$ cat config.mk
export PLATFORM = sky130hd
export DESIGN_NAME = subcarrier_demap
export DESIGN_NICKNAME = d
export VERILOG_FILES = /design/src/rtl/ofdm_map_pkg.sv /design/src/rtl/subcarrier_map_lookup.sv /design/src/rtl/subcarrier_demap.sv
export SDC_FILE = /design/constraint.sdc
export NUM_CORES = 1
export LEC_CHECK = 0
export CAP_MARGIN = 20
export CORE_ASPECT_RATIO = 1.4
export CORE_MARGIN = 4
export CORE_UTILIZATION = 56
export DETAILED_ROUTE_END_ITERATION = 12
export PLACE_DENSITY = 0.87
export RECOVER_POWER = 100
export SLEW_MARGIN = 20
export SYNTH_ARGS = -nofsm -noshare
export SYNTH_HDL_FRONTEND = slang
export SYNTH_HIERARCHICAL = 1
export SYNTH_SLANG_ARGS = --single-unit
$ cat constraint.sdc
create_clock -name clk -period 8.8 [get_ports clk]
set_clock_uncertainty 0.05 [all_clocks]
set_input_delay 1.32 -clock clk [delete_from_list [all_inputs] [get_ports clk]]
set_output_delay 1.32 -clock clk [all_outputs]
set_load 0.1 [all_outputs]
$ cat src/rtl/ofdm_map_pkg.sv
// ---------------------------------------------------------------------------
// ofdm_map_pkg
// Shared definitions for the OFDM subcarrier allocation map, used by both the
// RX demapper and the TX mapper.
//   map_code_e     : 2-bit per-bin allocation code
//   FFTSIZE_DEF    : default bins per OFDM symbol
//   NUM_BW         : number of defined bandwidth selections (0..NUM_BW-1)
//   band_map_word  : 12-bit map word for one bin, band b in bits [2b+1:2b]
//   band_slice     : extracts one band's code from a map word
// Band map layout (signed frequency k, |k| = distance from DC):
//   |k| == 0                 -> null (DC)
//   1 <= |k| <= hw(b)        -> pilot when (|k| + 3b) mod 16 == 0, else data
//   |k| == hw(b) + 1         -> reserved (edge guard, treated as null)
//   otherwise                -> null
//   hw(b) = (b + 2) * fftsize / 16
// ---------------------------------------------------------------------------
package ofdm_map_pkg;

  typedef enum logic [1:0] {
    MAP_NULL  = 2'b00,
    MAP_DATA  = 2'b01,
    MAP_PILOT = 2'b10,
    MAP_RSVD  = 2'b11
  } map_code_e;

  localparam int FFTSIZE_DEF = 1024;
  localparam int NUM_BW      = 6;
  localparam int PILOT_STEP  = 16;

  // Full map word for one bin, all bands packed side by side.
  function automatic logic [2*NUM_BW-1:0] band_map_word(input int bin, input int fftsize);
    logic [2*NUM_BW-1:0] w;
    logic [1:0]          c;
    int                  k;
    int                  hw;
    w = '0;
    k = (bin < fftsize / 2) ? bin : fftsize - bin;
    for (int b = 0; b < NUM_BW; b++) begin
      hw = ((b + 2) * fftsize) / 16;
      if (bin >= fftsize || k == 0) begin
        c = MAP_NULL;
      end else if (k <= hw) begin
        c = (((k + 3 * b) % PILOT_STEP) == 0) ? MAP_PILOT : MAP_DATA;
      end else if (k == hw + 1) begin
        c = MAP_RSVD;
      end else begin
        c = MAP_NULL;
      end
      w[2*b +: 2] = c;
    end
    return w;
  endfunction

  // Band selections beyond NUM_BW-1 have no map entry and read as null.
  function automatic map_code_e band_slice(input logic [2*NUM_BW-1:0] word, input logic [2:0] band);
    map_code_e c;
    c = MAP_NULL;
    case (band)
      3'd0:    c = map_code_e'(word[1:0]);
      3'd1:    c = map_code_e'(word[3:2]);
      3'd2:    c = map_code_e'(word[5:4]);
      3'd3:    c = map_code_e'(word[7:6]);
      3'd4:    c = map_code_e'(word[9:8]);
      3'd5:    c = map_code_e'(word[11:10]);
      default: c = MAP_NULL;
    endcase
    return c;
  endfunction

endpackage

$ cat src/rtl/subcarrier_map_lookup.sv
// ---------------------------------------------------------------------------
// subcarrier_map_lookup
// Registered map ROM read followed by the band slice. The code for the
// address presented in one cycle appears on o_code in the next cycle.
// Shared between the RX demapper and the TX mapper.
// Ports:
//   clk, rst  : clock, asynchronous active-high reset (o_code -> MAP_NULL)
//   i_addr    : {band[2:0], bin[DEPTH-1:0]}
//   o_code    : registered map code for the previous cycle's address
// ---------------------------------------------------------------------------
module subcarrier_map_lookup
  import ofdm_map_pkg::*;
#(
  parameter int DEPTH   = 10,
  parameter int FFTSIZE = FFTSIZE_DEF
) (
  input  logic             clk,
  input  logic             rst,
  input  logic [DEPTH+2:0] i_addr,
  output map_code_e        o_code
);

  logic [2*NUM_BW-1:0] w_word;
  logic [2:0]          w_band;
  map_code_e           r_code;

  assign w_band = i_addr[DEPTH+2:DEPTH];
  assign w_word = band_map_word(int'(i_addr[DEPTH-1:0]), FFTSIZE);

  always_ff @(posedge clk or posedge rst) begin
    if (rst) begin
      r_code <= MAP_NULL;
    end else begin
      r_code <= band_slice(w_word, w_band);
    end
  end

  assign o_code = r_code;

endmodule

$ cat src/rtl/subcarrier_demap.sv
// ---------------------------------------------------------------------------
// subcarrier_demap
// RX subcarrier demapper. Consumes the natural-order FFT bin stream, looks up
// each bin's allocation code for the latched bandwidth, drops null/reserved
// bins and forwards data and pilot carriers tagged with type and bin index.
//
// Build option: define SUBCARRIER_DEMAP_STATS_EN to build the per-symbol
// data/pilot counters; without it n_data and n_pilot are tied to 0.
//
// Ports:
//   clk, rst        : clock, asynchronous active-high reset
//   index_bw        : bandwidth select 0..5 (6,7 = all null), latched at bin 0
//   s_valid/s_ready : input bin handshake; s_i/s_q sample, s_last = bin FFTSIZE-1
//   m_valid/m_ready : output carrier handshake; m_i/m_q sample,
//                     m_pilot 1 = pilot / 0 = data, m_idx FFT bin index
//   sym_done        : 1-cycle pulse after bin FFTSIZE-1 leaves stage 1
//   sync_err        : 1-cycle pulse after a bin whose s_last disagrees with
//                     the bin counter
//   n_data/n_pilot  : data/pilot carriers in the last completed symbol
//
// Handshake: a transfer happens on a rising edge where valid && ready. Once
// m_valid is high it stays high with m_i/m_q/m_pilot/m_idx unchanged until
// m_ready is seen. s_ready does not depend on s_valid.
// ---------------------------------------------------------------------------
module subcarrier_demap
  import ofdm_map_pkg::*;
#(
  parameter int DEPTH   = 10,
  parameter int FFTSIZE = FFTSIZE_DEF,
  parameter int DW      = 16
) (
  input  logic             clk,
  input  logic             rst,
  input  logic [2:0]       index_bw,
  input  logic             s_valid,
  output logic             s_ready,
  input  logic [DW-1:0]    s_i,
  input  logic [DW-1:0]    s_q,
  input  logic             s_last,
  output logic             m_valid,
  input  logic             m_ready,
  output logic [DW-1:0]    m_i,
  output logic [DW-1:0]    m_q,
  output logic             m_pilot,
  output logic [DEPTH-1:0] m_idx,
  output logic             sym_done,
  output logic             sync_err,
  output logic [DEPTH:0]   n_data,
  output logic [DEPTH:0]   n_pilot
);

  localparam logic [DEPTH-1:0] LAST_BIN = DEPTH'(FFTSIZE - 1);

  // Input-side bookkeeping
  logic [DEPTH-1:0] r_bin;
  logic [2:0]       r_band;

  // Stage 0: accepted sample, its address is being looked up
  logic             r_s0_valid;
  logic [DW-1:0]    r_s0_i;
  logic [DW-1:0]    r_s0_q;
  logic [DEPTH-1:0] r_s0_idx;
  logic [2:0]       r_s0_band;

  // Stage 1: sample plus returned map code
  logic             r_s1_valid;
  logic [DW-1:0]    r_s1_i;
  logic [DW-1:0]    r_s1_q;
  logic [DEPTH-1:0] r_s1_idx;
  logic [2:0]       r_s1_band;

  logic             r_sym_done;
  logic             r_sync_err;

  map_code_e        w_s1_code;
  logic             w_s1_null;
  logic             w_adv;
  logic             w_accept;
  logic             w_s1_leave;
  logic             w_mismatch;
  logic [2:0]       w_bin_band;
  logic [DEPTH+2:0] w_addr;

  assign w_s1_null  = (w_s1_code == MAP_NULL) || (w_s1_code == MAP_RSVD);
  // Whole pipeline shifts together; a null bin in stage 1 never blocks.
  assign w_adv      = !r_s1_valid || m_ready || w_s1_null;
  assign w_accept   = s_valid && w_adv;
  assign w_s1_leave = r_s1_valid && w_adv;
  assign w_mismatch = s_last != (r_bin == LAST_BIN);
  // Bin 0 uses the live select, since the latch only updates on that edge.
  assign w_bin_band = (r_bin == '0) ? index_bw : r_band;

  // While stalled the stage-1 address is re-read so the registered code
  // keeps matching the held sample.
  assign w_addr = w_adv ? {r_s0_band, r_s0_idx} : {r_s1_band, r_s1_idx};

  subcarrier_map_lookup #(
    .DEPTH   (DEPTH),
    .FFTSIZE (FFTSIZE)
  ) u_lookup (
    .clk    (clk),
    .rst    (rst),
    .i_addr (w_addr),
    .o_code (w_s1_code)
  );

  always_ff @(posedge clk or posedge rst) begin
    if (rst) begin
      r_bin      <= '0;
      r_band     <= '0;
      r_s0_valid <= 1'b0;
      r_s0_i     <= '0;
      r_s0_q     <= '0;
      r_s0_idx   <= '0;
      r_s0_band  <= '0;
      r_s1_valid <= 1'b0;
      r_s1_i     <= '0;
      r_s1_q     <= '0;
      r_s1_idx   <= '0;
      r_s1_band  <= '0;
      r_sym_done <= 1'b0;
      r_sync_err <= 1'b0;
    end else begin
      r_sync_err <= w_accept && w_mismatch;
      r_sym_done <= w_s1_leave && (r_s1_idx == LAST_BIN);

      if (w_accept) begin
        if (r_bin == '0) begin
          r_band <= index_bw;
        end
        // A framing mismatch resynchronises: the next bin is bin 0.
        if (w_mismatch || (r_bin == LAST_BIN)) begin
          r_bin <= '0;
        end else begin
          r_bin <= r_bin + DEPTH'(1);
        end
      end

      if (w_adv) begin
        r_s1_valid <= r_s0_valid;
        r_s1_i     <= r_s0_i;
        r_s1_q     <= r_s0_q;
        r_s1_idx   <= r_s0_idx;
        r_s1_band  <= r_s0_band;
        r_s0_valid <= s_valid;
        if (s_valid) begin
          r_s0_i    <= s_i;
          r_s0_q    <= s_q;
          r_s0_idx  <= r_bin;
          r_s0_band <= w_bin_band;
        end
      end
    end
  end

  assign s_ready  = w_adv;
  assign m_valid  = r_s1_valid && !w_s1_null;
  assign m_i      = r_s1_i;
  assign m_q      = r_s1_q;
  assign m_idx    = r_s1_idx;
  assign m_pilot  = (w_s1_code == MAP_PILOT);
  assign sym_done = r_sym_done;
  assign sync_err = r_sync_err;

`ifdef SUBCARRIER_DEMAP_STATS_EN
  logic [DEPTH:0] r_acc_data;
  logic [DEPTH:0] r_acc_pilot;
  logic [DEPTH:0] r_n_data;
  logic [DEPTH:0] r_n_pilot;
  logic           w_inc_data;
  logic           w_inc_pilot;
  logic           w_sym_end;

  assign w_inc_data  = w_s1_leave && (w_s1_code == MAP_DATA);
  assign w_inc_pilot = w_s1_leave && (w_s1_code == MAP_PILOT);
  assign w_sym_end   = w_s1_leave && (r_s1_idx == LAST_BIN);

  // Totals publish on the same edge that raises sym_done and include the
  // final bin of the symbol.
  always_ff @(posedge clk or posedge rst) begin
    if (rst) begin
      r_acc_data  <= '0;
      r_acc_pilot <= '0;
      r_n_data    <= '0;
      r_n_pilot   <= '0;
    end else if (w_sym_end) begin
      r_n_data    <= r_acc_data + (DEPTH+1)'(w_inc_data);
      r_n_pilot   <= r_acc_pilot + (DEPTH+1)'(w_inc_pilot);
      r_acc_data  <= '0;
      r_acc_pilot <= '0;
    end else begin
      r_acc_data  <= r_acc_data + (DEPTH+1)'(w_inc_data);
      r_acc_pilot <= r_acc_pilot + (DEPTH+1)'(w_inc_pilot);
    end
  end

  assign n_data  = r_n_data;
  assign n_pilot = r_n_pilot;
`else
  assign n_data  = '0;
  assign n_pilot = '0;
`endif

endmodule

**Word-level counts from Yosys, hierarchy flattened**

Cells that the tools add are included.

- Order comparisons: 7
- $add $sub $neg: 7
- Reductions and logical operators: 28
- Bitwise operators: 6
- Mux-type cells: 29
- Equal/unequal tests: 16

Operators by type and width:

| kind | count |
|---|---|
| $logic_not 32->1 | 7 |
| $eq 32x10->1 const B | 4 |
| $le 32x10->1 const B | 4 |
| $add 32x5->32 const B | 3 |
| $eq 32x9->1 const B | 2 |
| $le 32x9->1 const B | 2 |
| $mux 2 | 24 |
| $add 32x3->32 const B | 1 |
| $add 32x4->32 const B | 1 |
| $mux 32 | 1 |
| $reduce_or 4->1 | 6 |
| $eq 10x10->1 const B | 2 |
| $mux 13 | 1 |
| $pmux 2 s6 | 1 |
| $sub 11x10->12 const A | 1 |
| $add 10x1->10 const B | 1 |
| $logic_not 10->1 | 1 |
| $lt 10x10->1 const B | 1 |
| $mux 10 | 1 |
| $and 1x1->1 | 6 |
| $eq 3x2->1 const B | 2 |
| $eq 3x3->1 const B | 2 |
| $logic_and 1x1->1 | 5 |
| $eq 2x2->1 const B | 2 |
| 8 further kinds | 12 |

- Output and inout bits: 69
- Logic and storage cells: 108
- Register bits after elaboration: 109
- Input port bits: 40

**Depth between registers and ports, before layout**

Gate-level depths: netlist of the first run.

- Depth in word-level cells: 14
- Gate-level depth with buffers: 21
- Gate-level depth less buffers: 19

**Hierarchy**

The synthesis of the first run kept the hierarchy.

By module, submodules not included:

| module | instances | cells an instance | area an instance (um^2) | sequential area each (um^2) |
|---|---|---|---|---|
| subcarrier_demap | 1 | 389 | 4403.0 | 2602.5 |
| subcarrier_map_lookup | 1 | 162 | 1157.4 | 50.0 |

**Worst setup path before layout of the first run**

OpenSTA, ideal clock, no wires.

- Kind: reg-to-reg
- Start point: reg u_lookup.r_code[0] (netlist: u_lookup/o_code[0])
- End point: reg u_lookup.r_code[1] (netlist: u_lookup/o_code[1])
- Clock period less this slack: 4.548 ns
- Arrival: 4.417 ns
- Required time: 8.668 ns
- Setup time: 0.082 ns
- Setup slack: 4.252 ns
- Cell stages (with the launch flop): 21
- Path buffers: 2
- Cells stage by stage: dfrtp_1 inv_1 ha_1 nor2b_4 nor2b_4 inv_2 buf_2 mux2_2 clkbuf_1 inv_1 ha_1 nand2b_1 xnor2_1 inv_1 ha_1 nor2b_1 xnor3_1 nand4_1 nor4_1 nor4_1 a31oi_1

- Longest elaborated chain between the ends: 14
- Elaborated cells between the ends (all ways): 75
- Those cells by class: 6 x add/sub; 7 x order compare; 12 x eq/ne; 27 x mux; 6 x bitwise; 17 x reduce/logical

RTL lines:

| item | line | source |
|---|---|---|
| start, declared | subcarrier_map_lookup.sv:25 | `map_code_e r_code;` |
| start signal, assigned | subcarrier_map_lookup.sv:34 | `r_code <= band_slice(w_word, w_band);` |
| $eq 2x2->1 / $logic_not 2->1 (equally long branches) | subcarrier_demap.sv:84 | `assign w_s1_null = (w_s1_code == MAP_NULL) \|\| (w_s1_code == MAP_RSVD);` |
| $logic_or 1x1->1 (*) | subcarrier_demap.sv:84 |  |
| $logic_or 1x1->1 (*) | subcarrier_demap.sv:86 | `assign w_adv = !r_s1_valid \|\| m_ready \|\| w_s1_null;` |
| $mux 13 (*) | subcarrier_demap.sv:95 | `assign w_addr = w_adv ? {r_s0_band, r_s0_idx} : {r_s1_band, r_s1_idx};` |
| via w_addr[0] | subcarrier_demap.sv:82 | `logic [DEPTH+2:0] w_addr;` |
| $sub 11x10->12 / $lt 10x10->1 (equally long branches) | ofdm_map_pkg.sv:37 | `k = (bin < fftsize / 2) ? bin : fftsize - bin;` |
| $mux 32 (*) | ofdm_map_pkg.sv:37 |  |
| $add 32x5->32, or another cell as far along | ofdm_map_pkg.sv:43 | `c = (((k + 3 * b) % PILOT_STEP) == 0) ? MAP_PILOT : MAP_DATA;` |
| $reduce_or 4->1 (no source line) | - |  |
| $and 1x1->1 (no source line) | - |  |
| $logic_not 32->1 | ofdm_map_pkg.sv:43 |  |
| $mux 2 | ofdm_map_pkg.sv:43 |  |
| $mux 2 | ofdm_map_pkg.sv:42 | `end else if (k <= hw) begin` |
| $mux 2 | ofdm_map_pkg.sv:40 | `if (bin >= fftsize \|\| k == 0) begin` |
| $pmux 2 s6 (*) | ofdm_map_pkg.sv:58 | `case (band)` |

The timed path passes the listed nets; every way through them passes the cells marked *.
A chain may end at the register's enable or synchronous reset.

**Final worst setup path of the first run**

- Start point: in m_ready
- End point: reg u_lookup.r_code[1] (netlist: u_lookup/o_code[1])

- Longest elaborated chain between the ends: 13
- Elaborated cells between the ends (all ways): 73
- Those cells by class: 6 x add/sub; 7 x order compare; 11 x eq/ne; 27 x mux; 6 x bitwise; 16 x reduce/logical

RTL lines:

| item | line | source |
|---|---|---|
| start, declared | subcarrier_demap.sv:41 | `input logic m_ready,` |
| $logic_or 1x1->1 (*) (2 in a row) | subcarrier_demap.sv:86 |  |
| $mux 13 (*) | subcarrier_demap.sv:95 |  |
| via w_addr[0] | subcarrier_demap.sv:82 |  |
| $sub 11x10->12 / $lt 10x10->1 (equally long branches) | ofdm_map_pkg.sv:37 |  |
| $mux 32 (*) | ofdm_map_pkg.sv:37 |  |
| $add 32x5->32, or another cell as far along | ofdm_map_pkg.sv:43 |  |
| $reduce_or 4->1 (no source line) | - |  |
| $and 1x1->1 (no source line) | - |  |
| $logic_not 32->1 | ofdm_map_pkg.sv:43 |  |
| $mux 2 | ofdm_map_pkg.sv:43 |  |
| $mux 2 | ofdm_map_pkg.sv:42 |  |
| $mux 2 | ofdm_map_pkg.sv:40 |  |
| $pmux 2 s6 (*) | ofdm_map_pkg.sv:58 |  |

Marked as above.

==> results.sh, run 1 <==
export IMPL_fin_crit_sh_pct=67.5
export IMPL_avgSynthCellArea_sq_um=10.1
export IMPL_drt_total_wl_um=12700
export IMPL_critPathKind="primary input to flop"
export IMPL_die_area_sq_mm=0.0116
export IMPL_fp_dieW_um=92.2
export IMPL_power_density_mw_per_mm2=294
export IMPL_tns_ns=0
export IMPL_ys_async_sr_fraction_pct=100
export IMPL_ys_seq_area_share_pct=47.7
export IMPL_grt_overflow=0
export IMPL_worst_pin_slew_ns=2.76
export IMPL_antenna_cells=0
export IMPL_start_util_pct=58.1
export IMPL_hold_class="flop to flop"
export IMPL_ys_warn_count=6
export IMPL_io_buffers=86
export IMPL_postCtsSetupRepairBufs=0
export IMPL_drc=0
export IMPL_clock_latency_ns=0.34
export IMPL_synthSimpleGateAreaFrac_pct=20.7
export IMPL_cts_buffers=9
export IMPL_synthMuxAreaShare_pct=11.2
export IMPL_status="complete, but fails checks"
export IMPL_vias_per_cell=5.54
export IMPL_irDropWorstVdd_mv=0.226
export IMPL_setup_viol=0
export IMPL_yosysUniqueCellTypes=68
export IMPL_relSlewSlack_pct=-84.0
export IMPL_synth_fa_ha_area_share_pct=2.70
export IMPL_start_kind="primary input"
export IMPL_violations="max-capacitance violations, max-slew violations"
export IMPL_row_count=42
export IMPL_max_clock_freq_mhz=168
export IMPL_dpl_hpwl_um=9060
export IMPL_die_y_um=126
export IMPL_rsz0062_at_grt="false"
export IMPL_hold_violations=0
export IMPL_core_area_sq_mm=0.00956
export IMPL_drt_iter0_drc=339
export IMPL_cts_tree="done"
export IMPL_switching_share_pct=46.1
export IMPL_power_switching_mw=0.894
export IMPL_cts_resized=0
export IMPL_grt_usage_pct=22.7
export IMPL_worst_slack_ns=2.86
export IMPL_cp_max_fo=28
export IMPL_leakagePower_nw=3.13
export IMPL_clock_power_share_pct=20.3
export IMPL_cts_hold_buf=0
export IMPL_post_drt_wl_per_cell_um=16.7
export IMPL_netlist_area_sq_mm=0.00556
export IMPL_layout_area_overhead_vs_synth_pct=18.4
export IMPL_route_vias_total=4223
export IMPL_critPathRequiredTime_ns=8.97
export IMPL_ios=109
export IMPL_cts_htree_levels=3
export IMPL_grt_pass1_wl_um=20900
export IMPL_report_final_slew_viol_count=210
export IMPL_grt_max_degree=56
export IMPL_ant_nets=0
export IMPL_clkSinkCount=106
export IMPL_synth_edf_count=0
export IMPL_drv_cap=4
export IMPL_p_int_mw=1.04
export IMPL_clockBufferDepth=2
export IMPL_comb_power_share_pct=46.8
export IMPL_final_nets=677
export IMPL_cp_end_kind="flop"
export IMPL_synth_seq_cells=106
export IMPL_layout_min_cycle_time_ns=5.94
export IMPL_synthFlopType="dfrtp_1"
export IMPL_p_seq_share_pct=32.9
export IMPL_preCtsSetupSlack_ns=2.93
export IMPL_synth_compound_area_share_pct=8.33
export IMPL_synthXorXnorAreaFrac_pct=2.54
export IMPL_power_mw=1.94
export IMPL_place_gp_congestion=0.946
export IMPL_synth_top_family_by_area="simple AND/OR/NAND/NOR gates"
export IMPL_syn_inst=551
export IMPL_first_pass_iters=4
export IMPL_clkTransAtPathRegs_ns=0.06
export IMPL_drive_gt1_share_pct=7.62
export IMPL_cts_root_buf="clkbuf_16"
export IMPL_cp_arrival_ns=6.11
export IMPL_antenna_found_initial=0
export IMPL_grt_pass1_vias=4280
cell families (layout without fill, tap and decap cells):
family | count (synthesis) | after routing
buffers and inverters | 63 | 121
and+or+nand+nor | 238 | 238
xor gates and xnor gates | 13 | 13
other | 1 | 22
AOI/OAI and AO/OA | 68 | 68
DFF | 106 | 106
adders and majority gates | 12 | 12
muxes | 50 | 50
cells in the final DEF, fill, tap and decap left out, types with 6 or more instances in the layout:
| master | Yosys | layout |
|---|---|---|
| xnor2_1 | 7 | 7 |
| nor4_1 | 6 | 6 |
| ha_1 | 12 | 12 |
| dlygate4sd3_1 | 0 | 49 |
| inv_1 | 15 | 15 |
| nand2_1 | 144 | 145 |
| nand2b_1 | 6 | 6 |
| nor2_1 | 17 | 17 |
| clkbuf_16 | 0 | 9 |
| o21ai_0 | 20 | 20 |
| dfrtp_1 | 106 | 106 |
| mux2_2 | 31 | 18 |
| o22ai_1 | 7 | 7 |
| nand3_1 | 15 | 15 |
| clkdlybuf4s50_1 | 0 | 37 |
| nor2b_1 | 7 | 8 |
| mux2_1 | 0 | 30 |
| nand4_1 | 7 | 7 |
| a21oi_1 | 8 | 8 |
| conb_1 | 1 | 22 |
state kept, by name, summed over array words and instances (netlist names), 2 cells and up:
| signal | count |
|---|---|
| m_i | 16 |
| m_idx | 10 |
| m_q | 16 |
| r_band | 3 |
| r_bin | 10 |
| r_s0_i | 16 |
| r_s0_idx | 10 |
| r_s0_q | 16 |
| r_s1_band | 3 |
| u_lookup/o_code | 2 |
through the flow:
step	instances	hold WS, ns	instance area, sq um	util (%)
detailed placement	746	0.407	6370	66.6
global route	762	0.450	6580	68.8
CTS	762	0.427	6670	69.7
finish	762	0.424	6580	68.8
global placement	746	0.402	6370	66.6
floorplan	572	0.385	5640	-
cell type report:
class / instances / area, sq um
Timing Repair Buffer: 89 / 876
Inverter: 16 / 61.3
Sequential cell: 106 / 2650
Clock inverter: 7 / 70.1
Clock buffer: 9 / 225
Tap cell: 132 / 165
Fill cell: 720 / 2980
Multi-Input combinational cell: 403 / 2530
power by group through the flow:
| stage | clock [mW] | sequential (mW) | combinational (mW) |
|---|---|---|---|
| final | 0.393 | 0.638 | 0.908 |
| after global placement | 0 | 0.643 | 0.937 |
| after floorplan | 0 | 0.961 | 0.436 |
| after CTS | 0.399 | 0.642 | 0.954 |
| after detailed placement | 0 | 0.649 | 0.950 |
| after global routing | 0.419 | 0.651 | 0.965 |
worst max-delay path, cell delays in order:
cell and delay (ns):
dlygate4sd3_1 0.54, nor2b_1 0.07, inv_1 0.65, buf_4 0.49, mux2_1 0.45, inv_1 0.19, ha_1 0.33, nand2b_1 0.19
xnor2_1 0.47, inv_1 0.20, ha_1 0.27, nor2b_1 0.13, xnor3_1 0.22, nand4_1 0.13, nor4_1 0.07, nor4_1 0.26
a31oi_1 0.12
metal layers:
| layer | GRT usage, % | vias to the layer above | routed length, um |
|---|---|---|---|
| met5 | 0 | - | 0 |
| met4 | 12.2 | 0 | 494 |
| met3 | 3.76 | 34 | 690 |
| met2 | 39.5 | 142 | 6730 |
| met1 | 26.5 | 2061 | 4800 |
| li1 | - | 1986 | - |
worst paths after layout:
kind / startpoint / slack [ns] / endpoint / cells after the start
worst max-delay path: m_ready / 2.86 / u_lookup/o_code[1] / 17
worst min-delay path: r_s0_q[3] / 0.42 / r_s0_q[3] / 2
worst max register to register: u_lookup/o_code[1] / 3.56 / u_lookup/o_code[1] / 18
worst min register to register: r_s0_q[3] / 0.42 / r_s0_q[3] / 2
max in group asynchronous: rst / 3.41 / m_q[6] / 3
min in group asynchronous: rst / 1.26 / u_lookup/o_code[1] / 2
synth_stat cells, types with 3 or more instances:
library cell	number	share of area, %
nand2_1	144	9.7
dfrtp_1	106	48
mux2_2	31	6.3
buf_4	22	3.0
o21ai_0	20	1.8
mux2_4	17	4.6
nor2_1	17	1.1
buf_2	15	1.4
inv_1	15	1.0
nand3_1	15	1.4
ha_1	12	2.7
a21oi_1	8	0.72
nand4_1	7	0.79
nor2b_1	7	0.79
o22ai_1	7	0.79
xnor2_1	7	1.1
nand2b_1	6	0.68
nor4_1	6	0.68
buf_6	5	1.0
nor3_1	5	0.45
a31oi_1	4	0.45
clkbuf_1	4	0.27
o21a_1	4	0.54
xor2_1	4	0.63
and2_1	3	0.34
nand4b_1	3	0.47
o31ai_1	3	0.41
No activity file was read; power rests on OpenSTA's default activity.
==> run 2, diff against run 1 <==
CORE_UTILIZATION = 52   (was 56)
PLACE_DENSITY = 0.81   (was 0.87)
clock period = 6 ns   (was 8.8 ns; I/O delays follow)
==> run 2 against run 1 <==
The flow still finishes with violations (max-capacitance violations, max-slew violations). Utilization decreased by 5.2 points. Sequential power increased by 46%. Routed wire length down 3.6%. Clock-buffer cell count is 3 higher. Register-to-register slack lost 2.4 ns. Non-clock buffer count decreased by 1. Global-route usage fell by 2.1 points. Clock power rose by 57%. Cell count grew 0.66%. First-iteration DRC count decreased by 36%. Critical endpoint unchanged. Largest cell class unchanged. Largest power group unchanged.
==> results.sh, run 2 (synthesis gave the netlist of run 1 again) <==
export IMPL_status="complete, but fails checks"
export IMPL_violations="max-capacitance violations, max-slew violations"
export IMPL_cp_arrival_ns=5.27
export IMPL_worst_pin_slew_ns=2.55
export IMPL_critPathMaxStageDelay_ns=0.59
export IMPL_final_nets=676
export IMPL_dpl_hpwl_um=8730
export IMPL_grt_usage_pct=20.6
export IMPL_antenna_found_initial=0
export IMPL_hp_start="r_s0_q[13]"
export IMPL_core_area_sq_mm=0.0104
export IMPL_row_count=44
export IMPL_place_gp_congestion=0.898
export IMPL_antenna_cells=0
export IMPL_clkSinkCount=106
export IMPL_final_cell_mix="nand2_1 (145), dfrtp_1 (106), dlygate4sd3_1 (49)"
export IMPL_io_buffers=86
export IMPL_p_seq_share_pct=32.5
export IMPL_drt_total_wl_um=12300
export IMPL_leakagePower_nw=3.15
export IMPL_postCtsSetupRepairBufs=0
export IMPL_critPathRequiredTime_ns=6.22
export IMPL_clock_latency_ns=0.34
export IMPL_layout_area_overhead_vs_synth_pct=19.1
export IMPL_setup_viol=0
export IMPL_cts_resized=0
export IMPL_cp_max_fo=18
export IMPL_irDropWorstVdd_mv=0.239
export IMPL_cpMostUsedCell="inv_1"
export IMPL_cp_end_kind="flop"
export IMPL_start_kind="primary input"
export IMPL_clock_power_share_pct=21.5
export IMPL_switching_share_pct=45.4
export IMPL_drive_gt1_share_pct=7.95
export IMPL_report_final_slew_viol_count=117
export IMPL_relSlewSlack_pct=-71.1
export IMPL_clockBufferDepth=2
export IMPL_route_vias_total=4132
export IMPL_holdPathStages=2
export IMPL_start_util_pct=53.4
export IMPL_reg2reg_depth=18
export IMPL_die_y_um=130
export IMPL_cts_root_buf="clkbuf_16"
export IMPL_max_clock_freq_mhz=198
export IMPL_cts_hold_buf=0
export IMPL_fin_crit_sh_pct=84.3
export IMPL_nFillCells=834
export IMPL_first_pass_iters=4
export IMPL_comb_power_share_pct=46.0
export IMPL_hold_class="flop to flop"
export IMPL_cp_cell_sequence="dlygate4sd3_1 > nor2b_1 > inv_1 > mux2_1 > inv_1 > ha_1 > nand2b_1 > xnor2_1 > inv_1 > ha_1 > nor2b_1 > xnor3_1 > nand4_1 > nor4_1 > nor4_1 > a31oi_1"
export IMPL_tns_ns=0
export IMPL_seqCellArea_sq_mm=0.00265
export IMPL_slowest_stage="mux2_1"
export IMPL_grt_overflow=0
export IMPL_power_density_mw_per_mm2=434
export IMPL_place_area_sq_mm=0.00637
export IMPL_drv_cap=2
export IMPL_ios=109
export IMPL_critPathKind="primary input to flop"
export IMPL_cts_tree="done"
export IMPL_r2r_end="u_lookup/o_code[1]"
export IMPL_drc=0
export IMPL_post_drt_wl_per_cell_um=16.0
export IMPL_grt_pass1_vias=4135
export IMPL_drt_iter0_drc=216
export IMPL_rsz0062_at_grt="false"
export IMPL_holdPathEnd="r_s0_q[13]"
export IMPL_layout_min_cycle_time_ns=5.06
export IMPL_multi_input_area_sq_mm=0.00254
export IMPL_grt_max_degree=62
export IMPL_cts_htree_levels=3
export IMPL_ant_nets=0
export IMPL_final_area_sq_mm=0.00662
export IMPL_mostFrequentLayoutCell="nand2_1"
export IMPL_p_int_mw=1.57
export IMPL_grt_pass1_wl_um=20000
export IMPL_fp_dieW_um=95.4
export IMPL_cts_buffers=9
export IMPL_r2r_start="u_lookup/o_code[0]"
export IMPL_clkTransAtPathRegs_ns=0.07
export IMPL_power_switching_mw=1.30
export IMPL_r2r_slack_ns=1.18
export IMPL_die_area_sq_mm=0.0124
export IMPL_hold_violations=0
export IMPL_vias_per_cell=5.39
## run 2: changes by cell type in the layout (fill, tap and decap cells not counted), moves of 2 or more
cell / before / now
clkinv_2: 3 / 0
inv_6: 0 / 2
clkbuf_8: 0 / 3
clkbuf_1: 2 / 0
clkinv_4: 2 / 0
## run 2: power groups by stage
stage	combinational [mW]	clock [mW]	sequential (mW)
3_5_place_dp	1.38	0	0.951
5_1_grt	1.41	0.655	0.949
4_1_cts	1.39	0.630	0.939
6_report	1.32	0.618	0.932
3_3_place_gp	1.37	0	0.943
2_1_floorplan	0.640	0	1.41
## run 2: area by class of cell
class,count,area share [%]
clock buffers,12,4.03
inverters,16,0.926
repair buffers,88,13.2
flip-flops and latches,106,40.1
multi-input cells,403,38.3
clock inverters,4,0.832
well taps,138,2.61
## run 2: how the worst max path moves through the flow
stage | from | to | slack (ns) | cells past startpoint
2_1_floorplan | u_lookup/o_code[0] | u_lookup/o_code[1] | 1.45 | 20
3_3_place_gp | m_ready | u_lookup/o_code[1] | 1.16 | 12
3_5_place_dp | m_ready | u_lookup/o_code[1] | 1.06 | 16
4_1_cts | m_ready | u_lookup/o_code[1] | 1.41 | 16
5_1_grt | m_ready | u_lookup/o_code[1] | 0.56 | 16
6_report | m_ready | u_lookup/o_code[1] | 0.94 | 16
## run 2: through the flow
stage | worst slack [ns] | total power [mW] | hold slack (ns) | util [%] | instances
global placement | 1.16 | 2.31 | 0.401 | 61.3 | 751
finish | 0.944 | 2.87 | 0.424 | 63.6 | 767
CTS | 1.41 | 2.96 | 0.426 | 64.3 | 767
global route | 0.556 | 3.01 | 0.447 | 63.6 | 767
detailed placement | 1.06 | 2.33 | 0.407 | 61.3 | 751
floorplan | 1.45 | 2.05 | 0.385 | - | 572
## run 2: routing by layer
metal	wire [um]	vias to the layer above	global-route usage [%]	share of wire [%]
met3	678	23	4.04	5.5
met5	0	-	0	0
li1	-	1983	-	-
met4	330	0	8.12	2.7
met2	6070	126	34.8	50
met1	5180	2000	26.0	42
## run 2: critical path: cells and delay by family
kind,cells,cell delay [ns]
AND/OR/NAND/NOR,6,1.07
multiplexers,1,0.59
AO/OA/AOI/OAI,1,0.16
XOR/XNOR,2,0.74
buffers and inverters,4,1.25
adder cells (fa/ha/maj),2,0.54
